===== src/rtl/data_mem_arbiter_if.sv =====
// data_mem_arbiter_if: CPU, debug and memory bus of the data memory arbiter (ARB_STATS_EN adds stats outputs)
interface data_mem_arbiter_if #(
    parameter int ADDR_W = 15,
    parameter int DATA_W = 16
);
    logic [ADDR_W-1:0] cpu_addr;
    logic [DATA_W-1:0] cpu_wdata;
    logic              cpu_we;
    logic [DATA_W-1:0] cpu_rdata;
    logic              cpu_stall;
    logic              dbg_req;
    logic              dbg_we;
    logic [ADDR_W-1:0] dbg_addr;
    logic [DATA_W-1:0] dbg_wdata;
    logic              dbg_gnt;
    logic              dbg_rvalid;
    logic [DATA_W-1:0] dbg_rdata;
    logic [ADDR_W-1:0] mem_addr;
    logic [DATA_W-1:0] mem_wdata;
    logic              mem_we;
    logic [DATA_W-1:0] mem_rdata;
`ifdef ARB_STATS_EN
    logic [15:0]       stat_grants;
    logic [15:0]       stat_forced;
`endif

    modport slave (
        input  cpu_addr, cpu_wdata, cpu_we, dbg_req, dbg_we, dbg_addr, dbg_wdata, mem_rdata,
        output cpu_rdata, cpu_stall, dbg_gnt, dbg_rvalid, dbg_rdata, mem_addr, mem_wdata, mem_we
`ifdef ARB_STATS_EN
        , output stat_grants, stat_forced
`endif
    );

    modport master (
        output cpu_addr, cpu_wdata, cpu_we, dbg_req, dbg_we, dbg_addr, dbg_wdata, mem_rdata,
        input  cpu_rdata, cpu_stall, dbg_gnt, dbg_rvalid, dbg_rdata, mem_addr, mem_wdata, mem_we
`ifdef ARB_STATS_EN
        , input stat_grants, stat_forced
`endif
    );
endinterface


===== src/rtl/data_mem_arbiter.sv =====
// data_mem_arbiter: CPU-priority sharing of the data memory with a debug port; ARB_STATS_EN adds grant counters
module data_mem_arbiter #(
    parameter int ADDR_W       = 15,
    parameter int DATA_W       = 16,
    parameter int STARVE_LIMIT = 4
) (
    input logic clk,
    input logic reset,
    data_mem_arbiter_if.slave bus
);
    typedef enum logic [1:0] {CPU_OWN, DBG_ISSUE, DBG_READ} state_t;
    state_t     state, state_nx;
    logic [7:0] starve_cnt, starve_nx;
    logic       hold, gnt, stall, forced;

    // grant decision, next state and memory mux; reset parks the mux on the CPU with writes off
    always_comb begin
        state_nx      = state;
        starve_nx     = starve_cnt;
        gnt           = 1'b0;
        stall         = 1'b0;
        forced        = 1'b0;
        bus.mem_addr  = bus.cpu_addr;
        bus.mem_wdata = bus.cpu_wdata;
        bus.mem_we    = bus.cpu_we;
        case (state)
            CPU_OWN: begin
                if (bus.dbg_req && !bus.cpu_we && !hold) begin
                    gnt       = 1'b1;
                    stall     = 1'b1;
                    starve_nx = 8'd0;
                    state_nx  = bus.dbg_we ? CPU_OWN : DBG_READ;
                end else if (bus.dbg_req) begin
                    starve_nx = (starve_cnt == 8'(STARVE_LIMIT)) ? starve_cnt : starve_cnt + 8'd1;
                    state_nx  = (starve_nx == 8'(STARVE_LIMIT)) ? DBG_ISSUE : CPU_OWN;
                end else begin
                    starve_nx = 8'd0;
                end
            end
            DBG_ISSUE: begin
                gnt       = 1'b1;
                stall     = 1'b1;
                forced    = 1'b1;
                starve_nx = 8'd0;
                state_nx  = bus.dbg_we ? CPU_OWN : DBG_READ;
            end
            DBG_READ: begin
                stall      = 1'b1;
                bus.mem_we = 1'b0;
                state_nx   = CPU_OWN;
            end
            default: state_nx = CPU_OWN;
        endcase
        if (gnt) begin
            bus.mem_addr  = bus.dbg_addr;
            bus.mem_wdata = bus.dbg_wdata;
            bus.mem_we    = bus.dbg_we;
        end
        if (!reset) begin
            gnt           = 1'b0;
            stall         = 1'b0;
            forced        = 1'b0;
            bus.mem_addr  = bus.cpu_addr;
            bus.mem_wdata = bus.cpu_wdata;
            bus.mem_we    = 1'b0;
        end
    end

    assign bus.dbg_gnt   = gnt;
    assign bus.cpu_stall = stall;
    assign bus.cpu_rdata = bus.mem_rdata;

    // state, starvation count, one-cycle CPU slot after debug activity, and debug read capture
    always_ff @(posedge clk or negedge reset) begin
        if (!reset) begin
            state          <= CPU_OWN;
            starve_cnt     <= 8'd0;
            hold           <= 1'b0;
            bus.dbg_rvalid <= 1'b0;
            bus.dbg_rdata  <= '0;
        end else begin
            state          <= state_nx;
            starve_cnt     <= starve_nx;
            hold           <= (gnt && bus.dbg_we) || state == DBG_READ;
            bus.dbg_rvalid <= state == DBG_READ;
            if (state == DBG_READ) bus.dbg_rdata <= bus.mem_rdata;
        end
    end

`ifdef ARB_STATS_EN
    // saturating counts of all grants and of starvation-forced grants
    always_ff @(posedge clk or negedge reset) begin
        if (!reset) begin
            bus.stat_grants <= 16'd0;
            bus.stat_forced <= 16'd0;
        end else begin
            if (gnt && bus.stat_grants != 16'hFFFF) bus.stat_grants <= bus.stat_grants + 16'd1;
            if (forced && bus.stat_forced != 16'hFFFF) bus.stat_forced <= bus.stat_forced + 16'd1;
        end
    end
`endif
endmodule


===== src/flat_wrapper.sv =====
// flat-port wrapper written by rule: the top's interface ports become plain ports
module data_mem_arbiter_flat 
#(
    parameter int ADDR_W       = 15,
    parameter int DATA_W       = 16,
    parameter int STARVE_LIMIT = 4
)
  (clk, reset, bus_cpu_addr, bus_cpu_wdata, bus_cpu_we, bus_dbg_req, bus_dbg_we, bus_dbg_addr, bus_dbg_wdata, bus_mem_rdata, bus_cpu_rdata, bus_cpu_stall, bus_dbg_gnt, bus_dbg_rvalid, bus_dbg_rdata, bus_mem_addr, bus_mem_wdata, bus_mem_we);
  data_mem_arbiter_if #(.ADDR_W(ADDR_W), .DATA_W(DATA_W)) bus_i ();
  input logic clk;
  input logic reset;
  input wire logic [$bits(bus_i.cpu_addr)-1:0] bus_cpu_addr;
  input wire logic [$bits(bus_i.cpu_wdata)-1:0] bus_cpu_wdata;
  input wire logic [$bits(bus_i.cpu_we)-1:0] bus_cpu_we;
  input wire logic [$bits(bus_i.dbg_req)-1:0] bus_dbg_req;
  input wire logic [$bits(bus_i.dbg_we)-1:0] bus_dbg_we;
  input wire logic [$bits(bus_i.dbg_addr)-1:0] bus_dbg_addr;
  input wire logic [$bits(bus_i.dbg_wdata)-1:0] bus_dbg_wdata;
  input wire logic [$bits(bus_i.mem_rdata)-1:0] bus_mem_rdata;
  output wire logic [$bits(bus_i.cpu_rdata)-1:0] bus_cpu_rdata;
  output wire logic [$bits(bus_i.cpu_stall)-1:0] bus_cpu_stall;
  output wire logic [$bits(bus_i.dbg_gnt)-1:0] bus_dbg_gnt;
  output wire logic [$bits(bus_i.dbg_rvalid)-1:0] bus_dbg_rvalid;
  output wire logic [$bits(bus_i.dbg_rdata)-1:0] bus_dbg_rdata;
  output wire logic [$bits(bus_i.mem_addr)-1:0] bus_mem_addr;
  output wire logic [$bits(bus_i.mem_wdata)-1:0] bus_mem_wdata;
  output wire logic [$bits(bus_i.mem_we)-1:0] bus_mem_we;
  assign bus_i.cpu_addr = bus_cpu_addr;
  assign bus_i.cpu_wdata = bus_cpu_wdata;
  assign bus_i.cpu_we = bus_cpu_we;
  assign bus_i.dbg_req = bus_dbg_req;
  assign bus_i.dbg_we = bus_dbg_we;
  assign bus_i.dbg_addr = bus_dbg_addr;
  assign bus_i.dbg_wdata = bus_dbg_wdata;
  assign bus_i.mem_rdata = bus_mem_rdata;
  assign bus_cpu_rdata = bus_i.cpu_rdata;
  assign bus_cpu_stall = bus_i.cpu_stall;
  assign bus_dbg_gnt = bus_i.dbg_gnt;
  assign bus_dbg_rvalid = bus_i.dbg_rvalid;
  assign bus_dbg_rdata = bus_i.dbg_rdata;
  assign bus_mem_addr = bus_i.mem_addr;
  assign bus_mem_wdata = bus_i.mem_wdata;
  assign bus_mem_we = bus_i.mem_we;
  data_mem_arbiter #(.ADDR_W(ADDR_W), .DATA_W(DATA_W), .STARVE_LIMIT(STARVE_LIMIT)) u_core (.clk(clk), .reset(reset), .bus(bus_i));
endmodule

===== config.mk =====
export PLATFORM = sky130hd
export DESIGN_NAME = data_mem_arbiter_flat
export DESIGN_NICKNAME = d
export VERILOG_FILES = /design/src/rtl/data_mem_arbiter_if.sv /design/src/rtl/data_mem_arbiter.sv /design/src/flat_wrapper.sv
export SDC_FILE = /design/constraint.sdc
export NUM_CORES = 1
export LEC_CHECK = 0
export CAP_MARGIN = 20
export CORE_MARGIN = 2
export CORE_UTILIZATION = 34
export DETAILED_ROUTE_END_ITERATION = 12
export PLACE_DENSITY = 0.84
export RECOVER_POWER = 25
export SYNTH_ARGS = -nofsm -noshare
export SYNTH_HDL_FRONTEND = slang
export SYNTH_SLANG_ARGS = --single-unit

===== constraint.sdc =====
create_clock -name clk -period 2.05 [get_ports clk]
set_clock_uncertainty 0.1 [all_clocks]
set_input_delay 0.205 -clock clk [delete_from_list [all_inputs] [get_ports clk]]
set_output_delay 0.205 -clock clk [all_outputs]
set_load 0.01 [all_outputs]

==> metrics.yaml <==
outcome: "finished, violations left"
violations: "setup timing"
synthCells: 178
core_mm2: 0.00554
syn_nets: 267
final_common_cell: "clkdlybuf4s50_1"
cts_buffers: 3
grt_start_max_net_pins: 19
cts_hold_buf: 0
vdd.ir_drop.worst_uv: 502
drv_cap: 0
path_clk_slew_ps: 100
synth-edff-count: 0
drt_wl_total_mm: 6.52
synth_area_per_cell_um2: 11.1
area_growth_pct: 98.2
critPathKind: "reg -> out"
powerDensity_mw_per_mm2: 673
multiInputGateArea_mm2: 0.00122
crit_path_max_fanout: 4
final_util_pct: 70.6
clock.fmax_ghz: 0.430
drive_gt1_share_pct: 37.8
antenna_found_initial: 0
dp_slack_ps: -398
routabilityCongestion: 0.818
synthTopCellsByArea: "dfrtp_1 36%, mux2_2 26%, buf_4 6.8%, ha_1 3.8%, buf_6 2.3%"
period_needed_ps: 2330
critPathRequiredTime_ps: 1750
yosys.cell_types.count: 43
clk_latency_ps: 280
fp.dieH_um: 80.2
yosys.area.top_type_share_pct: 35.5
cts.sinks: 28
io_buffers: 149
max-slew-margin-rel_pct: 48.3
worstPathArrival_ps: 2020
ys_ff_latch: 28
hp-class: "in -> async"
r2r_cells: 7
ant_nets: 0
overflow: 0
post-route-period-util_pct: 113
crit_path_start_kind: "register"
dp_hpwl_mm: 4.73
grt_use_total_pct: 19.5
finalSetupViolCount: 32
cts-root-buf: "clkbuf_8"
diodes: 0
seq_area_um2: 701
finalHoldViolCount: 0
grt_pass1_wl_mm: 9.90
fillers: 394
report.final.slew_viol_count: 0
vias: 2001
via_per_inst: 4.97
cp-startpoint: "u_core.state[0]$_DFFE_PN0P_"
p_leak_nw: 1.77
dieArea_mm2: 0.00643
remaining_drc_errors: 0
drtIter0Drc: 136
grt_pass1_vias: 1984
fin_nets: 421
htreeDepth: 1
netlist_area_mm2: 0.00197
post_drt_wl_per_cell_um: 16.2
start_util_pct: 35.6
grt_setup_unrepaired: "true"
yosysSeqAreaShare_pct: 35.5
row_count: 27
ys_async_sr_fraction_pct: 100
ios: 150
synth_largest_area_cell: "dfrtp_1"
synthFlopType: "dfrtp_1"
crit-reg2reg-launch: "u_core.state[0]$_DFFE_PN0P_"
synth_warnings: 0
worstMarginPinSlew_ps: 775
clock_path_buffers: 2
end_kind: "output pin"
die_x_um: 80.2
cts_tree: "built"
dr.pass1.iters: 4
setup_ws_ps: -276
layout_common_cells: "115 x clkdlybuf4s50_1, 32 x buf_6, 31 x mux2_4"
-- layout make-up --
cell class / instances / share of cell area (%)
inverters: 7 / 0.672
flip-flops and latches: 28 / 17.9
multi-input cells: 118 / 31.2
repair buffers: 174 / 46.1
clock inverters: 1 / 0.768
clock buffers: 3 / 1.06
well taps: 72 / 2.30
-- synthesized netlist by cell type (all sizes together), types with 3 or more instances --
cell,number
mux2,47
nor2,6
dfrtp,28
xor2,3
o21ai,7
nand3,3
o31ai,3
ha,6
a211oi,3
buf,24
a21oi,6
nand2,5
inv,7
-- power by group --
part           internal, W  switching [W]
clock             0.000262       0.000177
combinational     0.000872       0.000480
sequential        0.000734       0.000106
total              0.00187       0.000763
-- logic make-up after synthesis --
| family | share of synthesized area, % |
|---|---|
| AOI/OAI and AO/OA | 11.1 |
| xor gates and xnor gates | 1.33 |
| adders and majority gates | 3.80 |
| buffers and inverters | 11.2 |
| DFF | 35.5 |
| muxes | 27.3 |
| and+or+nand+nor | 9.77 |
-- worst max-delay path, stage by stage (launching register included) --
cell       delay [ps]
dfrtp_1           450
inv_2              90
ha_4              170
a31o_4            250
nand2_8            90
buf_12            130
clkbuf_16         140
mux2_4            300
buf_6             120
-- timing repair --
item,4_1_cts,5_1_grt
endpoints found under the setup margin,34,34
buffers inserted,6,3
gates cloned,3,1
pin swaps,2,5
resized for setup,196,22
-- sequential cells by signal (all words and copies together) (netlist names) --
| name | flops |
|---|---|
| u_core.bus.dbg_rdata | 16 |
| u_core.bus.dbg_rvalid | 1 |
| u_core.starve_cnt | 8 |
| u_core.state | 2 |
| u_core.hold | 1 |
-- layer usage --
| layer | global-route usage, % | part of all wire, % |
|---|---|---|
| met5 | 0 | 0 |
| met4 | 7.12 | 2.8 |
| met3 | 3.37 | 7.5 |
| met2 | 36.0 | 53 |
| met1 | 22.3 | 36 |
-- stage by stage --
step | cell area, µm² | setup TNS, ps | hold slack, ps | power, W | std cells
finish | 3910 | -6800 | 353 | 0.00263 | 403
detailed placement | 3500 | -11140 | 394 | 0.00208 | 389
floorplan | 1970 | 0 | -191 | 0.00136 | 178
CTS | 3860 | -6570 | 365 | 0.00262 | 402
global route | 3910 | -8120 | 391 | 0.00277 | 403
global placement | 3500 | -11030 | 389 | 0.00205 | 389
-- worst paths after layout --
path | endpoint | slack (ps)
worst max-delay path | bus_mem_wdata[1] | -280
worst min-delay path | u_core.state[1]$_DFFE_PN0P_ | 350
worst max register to register | u_core.starve_cnt[3]$_DFFE_PN0P_ | 210
worst min register to register | u_core.bus.dbg_rdata[10]$_DFFE_PN0P_ | 410
max in group asynchronous | u_core.state[0]$_DFFE_PN0P_ | 550
min in group clk | u_core.bus.dbg_rdata[10]$_DFFE_PN0P_ | 410
Note: power is estimated with default switching activity, not from simulation.
==> RTL edit 1 (config.mk and constraints unchanged) <==
`DATA_W` is set to 16 in 3 places; all go to 18.
--- a/src/rtl/data_mem_arbiter_if.sv
+++ b/src/rtl/data_mem_arbiter_if.sv
@@ -2,5 +2,5 @@
 interface data_mem_arbiter_if #(
     parameter int ADDR_W = 15,
-    parameter int DATA_W = 16
+    parameter int DATA_W = 18
 );
     logic [ADDR_W-1:0] cpu_addr;
--- a/src/rtl/data_mem_arbiter.sv
+++ b/src/rtl/data_mem_arbiter.sv
@@ -2,5 +2,5 @@
 module data_mem_arbiter #(
     parameter int ADDR_W       = 15,
-    parameter int DATA_W       = 16,
+    parameter int DATA_W       = 18,
     parameter int STARVE_LIMIT = 4
 ) (
--- a/src/flat_wrapper.sv
+++ b/src/flat_wrapper.sv
@@ -3,5 +3,5 @@
 #(
     parameter int ADDR_W       = 15,
-    parameter int DATA_W       = 16,
+    parameter int DATA_W       = 18,
     parameter int STARVE_LIMIT = 4
 )
Interface: changed (6 resized); port bits go from 150 to 162. The function was not compared with the original's and may differ.
==> RTL edit 1 against the original RTL <==
The flow still finishes with violations (negative setup slack). Area after synthesis rose by 3.9%. Setup slack gained 0.019 ns. Routed wire length grew 8.8%. Combinational power increased by 8%. Design area rose by 6.8%. Die area grew 3.7%. Sequential power grew 8.8%. Total power rose by 9.3%. Sequential cell count up 2.
==> RTL edit 1: results (changes against the original RTL) <==
metric,value,unit,change
synth_area_leaders,"dfrtp_1, mux2_2, buf_4",,
syn_area,2049,sq um,+3.9%
clkTransAtPathRegs,0.06,ns,-0.04 ns
hold_path.class,input pin to asynchronous set/reset pin,,
drive_gt1_frac,0.3796,,+0.001960
h-tree-depth,2,,+1
drc,0,,unchanged
dpl.cell_count,409,,+5.1%
n_antenna_cell,0,,unchanged
tightest_slew,0.4392,ns,-0.3363 ns
wl_per_cell,16.57,um,+2.5%
postSynthCellCount,186,,+4.5%
reg2reg_slack,0.17,ns,-0.04 ns
synth_compound_gate_area_share,0.1026,,-0.008406
met1Wirelength,2.409,mm,+1.7%
synth_adder_area_share,0.03663,,-0.001417
finalSetupViolations,35,,+9.4%
synthMuxAreaShare,0.2851,,+0.01180
seq_area_frac_synth,0.3663,,+0.01120
synth_xor_area_frac,0.01282,,-0.0004959
top_regs,"u_core.bus.dbg_rdata (18), u_core.starve_cnt (8), u_core.state (2)",,
dp_slack,-0.4217,ns,-0.02380 ns
wirelength,7.090,mm,+8.8%
fin_nets,447,,+6.2%
crit_end,bus_mem_addr[11],,
cp_slowest_stage_delay,0.42,ns,-0.03 ns
worst-path-max-fanout,8,,+4
fin_ws,-0.2575,ns,+0.01883 ns
hpwl,5.167,mm,+9.3%
place.gp.congestion,0.8838,,+8.0%
cp.arrival,2.00,ns,-0.02 ns
worst_ir_drop_vdd,0.5437,mV,+8.4%
worst_setup_path_start_kind,register,,
leakage,1.892,nW,+6.9%
synthTopCellsByCount,"mux2_2, dfrtp_1, buf_4, inv_1, o21ai_0",,
ys.flop_type,dfrtp_1,,
critical-path-top-delay-family,buffers and inverters,,
drt_iter0_markers,102,,-25%
clock_latency,0.29,ns,
status,finished with violations,,
violations,negative setup slack,,
async_flop_share,1.000,,unchanged
r2r_cells,7,,unchanged
synthesis.nets,281,,+5.2%
portBuffers,161,,+8.1%
grt_max_degree,21,,+2
yosysUniqueCellTypes,41,,-4.7%
fillCellCount,390,,-1.0%
grt_pass1_wl,10.47,mm,+5.7%
drtPass1Iterations,4,,unchanged
numCtsBuffers,5,,+2
grt_pass1_vias,2136,,+7.7%
vias,2098,,+4.8%
route.met2.wl,3.957,mm,+14%
grt_usage,0.2102,,+0.01512
wl_met3,631,um,+30%
RTL edit 1: cell count changes after synthesis, moves of 2 or more:
cell	unedited run	this run
buf_4	18	23
buf_6	4	0
dfrtp_1	28	30
mux2_2	46	49
RTL edit 1: how the worst min path moves through the flow:
stage	slack (ns)	end	depth (start not counted)	start
6_report	0.35	u_core.hold	2	reset
5_1_grt	0.37	u_core.bus.dbg_rdata[10]	2	reset
2_1_floorplan	-0.19	u_core.bus.dbg_rdata[0]	0	reset
4_1_cts	0.41	u_core.bus.dbg_rdata[12]	2	reset
3_3_place_gp	0.39	u_core.bus.dbg_rdata[2]	1	u_core.bus.dbg_rdata[2]
3_5_place_dp	0.39	u_core.bus.dbg_rdata[11]	1	u_core.bus.dbg_rdata[11]
RTL edit 1: layer usage:
metal / vias to the layer above / track usage
met1: 1002 / 0.2088
met3: 6 / 0.07363
li1: 990 / -
met5: - / 0
met4: 0 / 0.06000
met2: 100 / 0.4082
RTL edit 1: cell type report:
| class | instances | area share |
|---|---|---|
| inverters | 7 | 0.006291 |
| repair buffers | 186 | 0.4667 |
| clock buffers | 6 | 0.01977 |
| well taps | 75 | 0.02247 |
| multi-input cells | 122 | 0.3020 |
| flip-flops and latches | 30 | 0.1797 |
| clock inverters | 2 | 0.002996 |
RTL edit 1: kinds of logic (layout without fill, tap and decap cells):
| family | Yosys count | after routing |
|---|---|---|
| flops | 30 | 30 |
| mux | 52 | 52 |
| buf+inv | 34 | 201 |
| simple gates | 31 | 31 |
| fa+ha+maj | 6 | 6 |
| compound gates | 30 | 30 |
| xor+xnor | 3 | 3 |
RTL edit 1: repair_timing:
action / CTS / global route
setup endpoints to repair: 36 / 36
hold buffers: 0 / 0
cloned: 4 / 1
pin swaps: 1 / 3
resized for setup: 208 / 18
setup buffers: 6 / 2
RTL edit 1: through the flow:
step | cell area [sq um] | TNS, ns | hold slack, ns
after floorplan | 2049 | 0 | -0.1906
after global placement | 3682 | -13.13 | 0.3886
after detailed placement | 3682 | -13.44 | 0.3942
after CTS | 4120 | -7.139 | 0.4076
after global routing | 4177 | -10.24 | 0.3723
final | 4177 | -7.130 | 0.3467
RTL edit 1: worst reg2reg max path, delay by kind of cell, from the launching register on:
family / cells / cell delay (ns)
AO/OA/AOI/OAI: 3 / 0.61
adder cells (fa/ha/maj): 1 / 0.14
buffers and inverters: 2 / 0.24
flip-flops: 1 / 0.42
AND/OR/NAND/NOR: 1 / 0.29
RTL edit 1: power breakdown:
part           switching, W  internal, W
clock              0.000229     0.000269
sequential         0.000120     0.000796
combinational      0.000512     0.000949
total              0.000861      0.00201
==> RTL edit 2 (config.mk and constraints unchanged) <==
Without the edit above. Encoding of `state_t`: now one-hot (3 bits for 3 states).
--- a/src/rtl/data_mem_arbiter.sv
+++ b/src/rtl/data_mem_arbiter.sv
@@ -9,5 +9,5 @@
     data_mem_arbiter_if.slave bus
 );
-    typedef enum logic [1:0] {CPU_OWN, DBG_ISSUE, DBG_READ} state_t;
+    typedef enum logic [2:0] {CPU_OWN = 3'b001, DBG_ISSUE = 3'b010, DBG_READ = 3'b100} state_t;
     state_t     state, state_nx;
     logic [7:0] starve_cnt, starve_nx;
Behaviour: no difference found for any inputs over 10 cycles, from zero or initial values and one cycle with reset low; not proved beyond that.
==> RTL edit 2 against the original RTL <==
The run still ends with negative setup slack left. Critical path type unchanged. Fmax shrank 2.8%. Sequential cell count grew 1. Critical endpoint is now bus_mem_wdata[11]. Critical path depth is the same. Total power shrank 17%. Setup slack lost 0.067 ns. Routed wire length grew 7.4%. Area after synthesis grew 4.3%. First-iteration DRC count shrank 66%. Worst hold slack lost 0.073 ns. Design area shrank 2.0%.
==> RTL edit 2: results (changes against the original RTL) <==
metric,value,unit,change
status,finished with violations,,
violations,negative setup slack,,
worst_ir_drop_vdd,0.4595,mV,-8.4%
use_met2,0.3740,,+0.01398
synth_area_leaders,"dfrtp_1, mux2_4, mux2_2",,
cp_slowest_stage_delay,0.56,ns,+0.11 ns
critical-path-top-delay-family,flip-flops,,
wirelength,6.998,mm,+7.4%
place.gp.congestion,0.9180,,+12%
dp_slack,-0.5643,ns,-0.1664 ns
h-tree-depth,2,,+1
grt_util_met3,0.06374,,+0.03003
fin_ws,-0.3433,ns,-0.06694 ns
top_regs,"u_core.bus.dbg_rdata (16), u_core.starve_cnt (8), u_core.state (3)",,
numCtsBuffers,5,,+2
finalSetupViolations,32,,unchanged
fin_nets,410,,-2.6%
drive_gt1_frac,0.3785,,+0.0008180
worst-path-max-fanout,8,,+4
synthTopCellsByCount,"dfrtp_1, mux2_4, mux2_2, buf_4, o21ai_0",,
vias,1916,,-4.2%
grt_max_degree,20,,+1
avgSynthCellArea,12.11,sq um,+9.2%
cp.arrival,2.09,ns,+0.07 ns
clkTransAtPathRegs,0.06,ns,-0.04 ns
tns,-9.442,ns,-2.643 ns
leakage,1.707,nW,-3.6%
fillCellCount,435,,+10%
cp_slowest_cell,dfstp_2,,
yosysUniqueCellTypes,42,,-2.3%
synthesis.nets,255,,-4.5%
[RTL edit 2: path summary, 6_finish.rpt]
check,from,endpoint,slack [ns],depth (start not counted)
worst max-delay path,u_core.state[0],bus_mem_wdata[11],-0.34,8
worst max register to register,u_core.state[0],u_core.starve_cnt[3],0.14,7
worst min register to register,u_core.bus.dbg_rdata[5],u_core.bus.dbg_rdata[5],0.40,1
worst min-delay path,reset,u_core.bus.dbg_rdata[11],0.28,2
min in group clk,u_core.bus.dbg_rdata[5],u_core.bus.dbg_rdata[5],0.40,1
max in group asynchronous,reset,u_core.bus.dbg_rdata[9],0.67,3
[RTL edit 2: timing repair]
item                                    in CTS  in global routing
pin swaps                                    1                  1
endpoints found under the setup margin      34                 34
cloned                                       1                  0
buffers inserted                            12                  4
resized for setup                          171                 10
endpoints found under the hold margin        0                  0
[RTL edit 2: final cells by class]
class / instances / area, sq um / area share
Clock buffer: 5 / 68.82 / 0.01797
Clock inverter: 2 / 35.03 / 0.009147
Inverter: 3 / 11.26 / 0.002940
Multi-Input combinational cell: 113 / 1122 / 0.2930
Sequential cell: 29 / 726.9 / 0.1898
Tap cell: 75 / 93.84 / 0.02450
Timing Repair Buffer: 173 / 1772 / 0.4626
[RTL edit 2: kinds of logic after synthesis]
group                      synth area share
buffers and inverters                0.1155
DFF                                  0.3532
and+or+nand+nor                      0.1106
xor gates and xnor gates            0.02553
muxes                                0.3131
adders and majority gates           0.01216
AOI/OAI and AO/OA                   0.06991
[RTL edit 2: through the flow]
step	hold WS [ns]	total power (W)
floorplan	-0.1906	0.001104
global placement	0.3899	0.001576
detailed placement	0.3942	0.001598
CTS	0.2663	0.002219
global route	0.2900	0.002307
finish	0.2802	0.002194
[RTL edit 2: power by group through the flow]
stage	Clock, W	Combinational, W	Sequential [W]
CTS	0.000583	0.000907	0.000729
global placement	0	0.000842	0.000733
detailed placement	0	0.000859	0.000739
finish	0.000554	0.000912	0.000728
global route	0.000594	0.000971	0.000742
floorplan	0	0.000335	0.000768
[RTL edit 2: layer usage]
layer | wire, um | up-vias
met5 | 0 | -
met4 | 191 | 0
met3 | 746 | 17
met2 | 3562 | 96
met1 | 2499 | 907
li1 | - | 896
[RTL edit 2: worst register-to-register path, stage by stage (launching register included)]
cell	delay [ns]
dfstp_2	0.56
nand3b_4	0.08
buf_4	0.13
buf_4	0.12
or3_4	0.42
nor2_4	0.18
a21o_1	0.13
a22o_1	0.13
